--- config.mk ---
export PLATFORM = sky130hd
export DESIGN_NAME = fp_mul
export DESIGN_NICKNAME = d
export VERILOG_FILES = /design/src/rtl/fp_pkg.sv /design/src/rtl/fp_mul_post.sv /design/src/rtl/fp_mul.sv
export SDC_FILE = /design/constraint.sdc
export NUM_CORES = 1
export LEC_CHECK = 0
export ABC_AREA = 0
export BUFFER_PORTS_ARGS = -buffer_cell sky130_fd_sc_hd__buf_2
export CAP_MARGIN = 5
export CORE_MARGIN = 2
export CORE_UTILIZATION = 40
export CTS_CLUSTER_SIZE = 12
export DETAILED_ROUTE_END_ITERATION = 8
export HOLD_SLACK_MARGIN = 0.06
export SYNTH_ARGS = -nofsm -noshare
export SYNTH_HDL_FRONTEND = slang
export SYNTH_SLANG_ARGS = --single-unit
--- constraint.sdc ---
create_clock -name clk -period 7.5 [get_ports clk]
set_input_delay 1.5 -clock clk [delete_from_list [all_inputs] [get_ports clk]]
set_output_delay 1.5 -clock clk [all_outputs]
set_load 0.005 [all_outputs]
--- src/rtl/fp_pkg.sv ---
// fp_pkg: shared definitions for the sequential fixed-point multiplier.
// Holds the default Q-format geometry, the controller state encoding and
// handy Q-format constants used by fp_mul and its post-processing stage.
// Optional rounding is selected with the FP_MUL_ROUND_EN macro in fp_mul_post.
package fp_pkg;

    // Default operand geometry: Q8.24 in a 32-bit two's complement word
    localparam int FP_WIDTH = 32;
    localparam int FP_FBITS = 24;

    // Bit counter must be able to count 0 .. WIDTH
    localparam int FP_CNT_W = $clog2(FP_WIDTH + 1);

    // Q-format reference values at the default geometry
    localparam logic [FP_WIDTH-1:0] FP_ONE = FP_WIDTH'(1) << FP_FBITS;
    localparam logic [FP_WIDTH-1:0] FP_MAX = {1'b0, {(FP_WIDTH-1){1'b1}}};
    localparam logic [FP_WIDTH-1:0] FP_MIN = {1'b1, {(FP_WIDTH-1){1'b0}}};

    // Controller states: wait for start, iterate over multiplier bits,
    // then scale/saturate/sign the accumulated magnitude
    typedef enum logic [1:0] {
        IDLE = 2'd0,
        CALC = 2'd1,
        POST = 2'd2
    } fp_state_e;

endpackage

--- src/rtl/fp_mul_post.sv ---
// fp_mul_post: combinational result stage of the fixed-point multiplier.
// Takes the unsigned 2*WIDTH product magnitude and the result sign, drops
// the extra FBITS fractional bits, saturates to the signed Q range and
// applies the sign. When FP_MUL_ROUND_EN is defined the magnitude is rounded
// to nearest (ties away from zero) before scaling; otherwise it is truncated
// toward zero.
module fp_mul_post
    import fp_pkg::*;
#(
    parameter int WIDTH = FP_WIDTH,
    parameter int FBITS = FP_FBITS
) (
    input  logic [2*WIDTH-1:0] acc_i,
    input  logic               sign_i,
    output logic [WIDTH-1:0]   p_next_o,
    output logic               ovf_next_o
);

    // Width of the scaled magnitude and of the bits above the result word
    localparam int MW = 2*WIDTH - FBITS;
    localparam int HW = MW - WIDTH;

    logic [2*WIDTH-1:0] rounded;
    logic [MW-1:0]      mag;
    logic [HW-1:0]      magHigh;
    logic [FBITS-1:0]   unusedFrac;
    logic               posOvf;
    logic               negOvf;

`ifdef FP_MUL_ROUND_EN
    // Half an LSB of the result added before scaling; the magnitude is at
    // most 2^(2*WIDTH-2), so this sum can never wrap
    assign rounded = acc_i + ((2*WIDTH)'(1) << (FBITS - 1));
`else
    // Plain truncation toward zero
    assign rounded = acc_i;
`endif

    assign mag        = rounded[2*WIDTH-1:FBITS];
    assign magHigh    = mag[MW-1:WIDTH];
    assign unusedFrac = rounded[FBITS-1:0];

    // Positive results may reach 2^(WIDTH-1)-1, negative ones 2^(WIDTH-1);
    // anything larger clamps to the matching end of the range
    always_comb begin
        posOvf     = (|magHigh) | mag[WIDTH-1];
        negOvf     = (|magHigh) | (mag[WIDTH-1] & (|mag[WIDTH-2:0]));
        p_next_o   = '0;
        ovf_next_o = 1'b0;
        if (sign_i) begin
            if (negOvf) begin
                p_next_o   = {1'b1, {(WIDTH-1){1'b0}}};
                ovf_next_o = 1'b1;
            end else begin
                p_next_o   = '0 - mag[WIDTH-1:0];
            end
        end else begin
            if (posOvf) begin
                p_next_o   = {1'b0, {(WIDTH-1){1'b1}}};
                ovf_next_o = 1'b1;
            end else begin
                p_next_o   = mag[WIDTH-1:0];
            end
        end
    end

endmodule

--- src/rtl/fp_mul.sv ---
// fp_mul: sequential signed fixed-point multiplier, Q(WIDTH-FBITS).FBITS.
// Sign-magnitude shift-and-add, one multiplier bit per clock, with a fixed
// latency of WIDTH+1 clocks from the start edge to the valid pulse.
// Rounding of the result is enabled by defining FP_MUL_ROUND_EN
// (see fp_mul_post); the latency is the same in both builds.
module fp_mul
    import fp_pkg::*;
#(
    parameter int WIDTH = FP_WIDTH,
    parameter int FBITS = FP_FBITS
) (
    input  logic             clk,
    input  logic             rst,
    input  logic             start,
    output logic             busy,
    output logic             valid,
    output logic             ovf,
    input  logic [WIDTH-1:0] x,
    input  logic [WIDTH-1:0] y,
    output logic [WIDTH-1:0] p
);

    localparam int               CNT_W    = $clog2(WIDTH + 1);
    localparam logic [CNT_W-1:0] LAST_BIT = CNT_W'(WIDTH - 1);

    fp_state_e          state_q;
    logic               sign_q;
    logic [2*WIDTH-1:0] mcand_q;
    logic [WIDTH-1:0]   mplier_q;
    logic [2*WIDTH-1:0] acc_q;
    logic [2*WIDTH-1:0] acc_d;
    logic [CNT_W-1:0]   cnt_q;
    logic [WIDTH-1:0]   p_q;
    logic               ovf_q;
    logic               valid_q;
    logic               busy_q;

    logic [WIDTH-1:0]   absX;
    logic [WIDTH-1:0]   absY;
    logic [WIDTH-1:0]   pNext;
    logic               ovfNext;

    // Operand magnitudes; the most negative value maps to 2^(WIDTH-1),
    // which is still exact as an unsigned WIDTH-bit number
    always_comb begin
        absX = x[WIDTH-1] ? ('0 - x) : x;
        absY = y[WIDTH-1] ? ('0 - y) : y;
    end

    // Partial-product step: add the shifted multiplicand when the current
    // multiplier bit is set
    always_comb begin
        acc_d = acc_q;
        if (mplier_q[0]) begin
            acc_d = acc_q + mcand_q;
        end
    end

    fp_mul_post #(
        .WIDTH (WIDTH),
        .FBITS (FBITS)
    ) u_post (
        .acc_i      (acc_q),
        .sign_i     (sign_q),
        .p_next_o   (pNext),
        .ovf_next_o (ovfNext)
    );

    // Controller and datapath registers; a start during CALC/POST is
    // ignored, and a start in the valid cycle is accepted because the
    // controller is already back in IDLE
    always_ff @(posedge clk) begin
        if (rst) begin
            state_q  <= IDLE;
            sign_q   <= 1'b0;
            mcand_q  <= '0;
            mplier_q <= '0;
            acc_q    <= '0;
            cnt_q    <= '0;
            p_q      <= '0;
            ovf_q    <= 1'b0;
            valid_q  <= 1'b0;
            busy_q   <= 1'b0;
        end else begin
            case (state_q)
                IDLE: begin
                    valid_q <= 1'b0;
                    if (start) begin
                        sign_q   <= x[WIDTH-1] ^ y[WIDTH-1];
                        mcand_q  <= {{WIDTH{1'b0}}, absX};
                        mplier_q <= absY;
                        acc_q    <= '0;
                        cnt_q    <= '0;
                        busy_q   <= 1'b1;
                        state_q  <= CALC;
                    end
                end
                CALC: begin
                    acc_q    <= acc_d;
                    mcand_q  <= mcand_q << 1;
                    mplier_q <= mplier_q >> 1;
                    cnt_q    <= cnt_q + 1'b1;
                    if (cnt_q == LAST_BIT) begin
                        state_q <= POST;
                    end
                end
                POST: begin
                    p_q     <= pNext;
                    ovf_q   <= ovfNext;
                    valid_q <= 1'b1;
                    busy_q  <= 1'b0;
                    state_q <= IDLE;
                end
                default: begin
                    state_q <= IDLE;
                end
            endcase
        end
    end

    assign busy  = busy_q;
    assign valid = valid_q;
    assign ovf   = ovf_q;
    assign p     = p_q;

endmodule

==> summary.txt <==
Worst setup path
  • Worst Setup SP: acc_q[24]
  • CP Data Arrival Time: 4700 ps
  • CP Data Required Time: 7940 ps
  • Worst reg2reg path startpoint: acc_q[24]
  • Worst-case reg-to-reg path depth: 11
  • CP Capture Type: flip-flop
  • Critical path class: reg2reg
  • Max Fanout on Critical Path: 26
  • FF-to-FF setup slack: 3250 ps
  • RR Endpoint: p[20]
  • Worst setup SP type: flip-flop

Clock tree
  • Clk sink count: 204
  • Number of CTS-inserted buffers: 24
  • Post-cts sizing count: 0
  • CTS max path bufs: 3
  • Post-CTS Hold Fix Bufs: 0
  • CTS clock-pin slew for the worst setup and hold paths: 60 ps
  • CTS Root Cell: clkbuf_16
  • Post-CTS Setup Repair Bufs: 0
  • H-tree levels: 1
  • CTS tree: built
  • Worst-skew pair later-pin latency: 540 ps

Global route
  • GR Util All Layers: 21.2%
  • Global-route wire length before repair: 60600 µm
  • Vias in the first global route: 11801
  • Largest net degree at the start of global routing: 81
  • Initial antenna violation count: 0
  • Total congestion overflow: 0

Min path
  • Hold path endpoint: busy
  • Min-delay src: busy
  • Worst Hold Class: reg2reg
  • Hold Crit Depth: 2

Power and ir drop
  • Peak VDD IR: 0.000159 V
  • P_leak: 5.76 nW
  • Pwr per Cell Area: 177 nW/µm²

Routing
  • Vias: 12605
  • Initial DRT Pass Iterations: 7
  • Detailed Route Iter0 Violations: 761
  • WL per Instance: 16.3 µm
  • Avg Vias per Cell: 5.68
  • Final ANT Viol Nets: 0
  • Routed WL: 36200 µm
  • DRC viols: 0

Logic synthesis
  • Synth async-reset ratio: 0%
  • Mean area per synthesized cell: 7.58 µm²
  • Ranking of synthesized cells by area: dfxtp_1 31%, ha_1 6.4%, a21oi_1 6.3%, nand2_1 5.8%, nor2_1 5.5%
  • Mapped Area: 13100 µm²
  • Synth cell count leaders: 204 x dfxtp_1, 204 x nand2_1, 192 x nor2_1, 165 x a21oi_1, 106 x o21ai_0
  • YS warnings: 0
  • #FFs+latches synth: 204
  • Commonest register cell after synthesis: dfxtp_1
  • Area leader, netlist: dfxtp_1
  • Top-area cell type share of the netlist area: 31.1%
  • Syn_nets: 1868
  • EDFF count, synth: 0
  • Cells after synthesis: 1733
  • Register area share after synthesis: 31.1%
  • Library cells used by synthesis: 68

Cells and area
  • Fin util: 45.2%
  • Nets: 1897
  • Layout cells sized above 1: 10.2%
  • Final Cell Area: 14700 µm²
  • Area Growth Syn to Fin: 11.7%
  • Final antenna diode count: 0

Place
  • GPL Wtd Cong: 0.917
  • Dpl hpwl: 26300 µm
  • Placed Instance Area: 13900 µm²
  • Number of port buffers: 101

Timing
  • Final worst-path cycle share: 56.7%
  • Slew HR: 22.4%
  • Unrepaired setup endpoints after global routing: no
  • Setup Total Neg Slack: 0 ps
  • Max-slew violations: 0
  • Setup violators final: 0
  • Worst-Margin Slew: 1160 ps
  • F_max: 235 MHz
  • Final worst path period need: 4250 ps
  • Clk_skew: 19.9 ps
  • Endpoints failing hold: 0

Die
  • # IOs: 102
  • Core area: 32500 µm²
  • FP Rows: 66
  • Die height: 185 µm
  • Initial core utilization: 40.5%
  • Die width: 185 µm
  • Die ar.: 34300 µm²

Outcome
  • Outcome: finished clean

Run
  • Max Cap Viol: 0
[worst max path at each step]
stage / end / slack [ps] / cells past startpoint
floorplan: mcand_q[29] / 3400 / 10
global placement: mcand_q[29] / 3090 / 11
detailed placement: mcand_q[29] / 3030 / 11
CTS: p[20] / 3270 / 11
global route: p[20] / 2970 / 11
finish: p[20] / 3250 / 11
[power breakdown]
group,switching (mW),internal (mW),total (mW)
registers,0.0268,1.12,1.14
logic,0.192,0.104,0.296
clock network,0.469,0.693,1.16
total,0.688,1.91,2.60
[final cells by class]
cell class	instances	area (µm²)
inverters	27	101
clock buffers	30	663
multi-input cells	1390	8540
clock inverters	12	125
well taps	442	553
flip-flops and latches	204	4080
repair buffers	115	613
fillers	3342	17800
[through the flow]
step	std cells	worst slack (ps)	hold WS, ps	total power, mW
2_1_floorplan	1733	3400	429	1.37
3_3_place_gp	2178	3090	442	1.46
3_5_place_dp	2178	3030	452	1.46
4_1_cts	2220	3270	461	2.63
5_1_grt	2220	2970	483	2.72
6_report	2220	3250	459	2.60
[registers in the layout, indices dropped and copies added, names as in the netlist]
register,cells
ovf,1
mcand_q,64
mplier_q,32
busy,1
p,32
valid,1
sign_q,1
acc_q,64
state_q,2
cnt_q,6
[metal layers]
layer | track usage, % | wire length, µm
met5 | 0 | 0
met4 | 5.40 | 934
met3 | 2.93 | 1930
met2 | 35.0 | 16400
met1 | 29.1 | 17000
[logic make-up (layout without fill, tap and decap cells)]
logic type	count (synthesis)	in the layout	share of synthesized area [%]
multiplexers	6	6	0.467
AO/OA/AOI/OAI	543	543	26.6
XOR/XNOR	117	117	7.80
adder cells (fa/ha/maj)	68	68	6.53
flip-flops	204	204	31.1
AND/OR/NAND/NOR	656	656	23.4
buffers and inverters	139	184	4.13
[placed cells by master (no fill, tap or decap), types with 10 or more instances in the layout]
cell,count
or2_2,10
a21oi_1,165
buf_4,15
dfxtp_1,204
nor3_1,52
o31ai_1,33
nand3_1,56
ha_1,67
buf_2,100
or4_1,14
nor2_1,190
a22oi_1,60
o21ai_0,106
or3_1,20
a221oi_1,28
nor3b_1,16
a21o_1,28
nor4_1,13
inv_1,27
clkbuf_16,24
nand2b_1,13
o211ai_1,13
o41ai_1,13
xnor2_1,69
o21bai_1,14
nand4_1,20
a211oi_1,25
xor2_1,48
nand2_1,203
[critical path, cell delays in order, from the launching register on]
cell and delay (ps):
dfxtp_1 360, inv_1 100, ha_1 180, or3b_4 430
nor4b_4 360, nand4_1 220, or4_4 500, o41ai_2 310
nand3_1 730, o311ai_0 640, o21ai_1 130, a211oi_1 230
No activity file was read; power rests on OpenSTA's default activity.
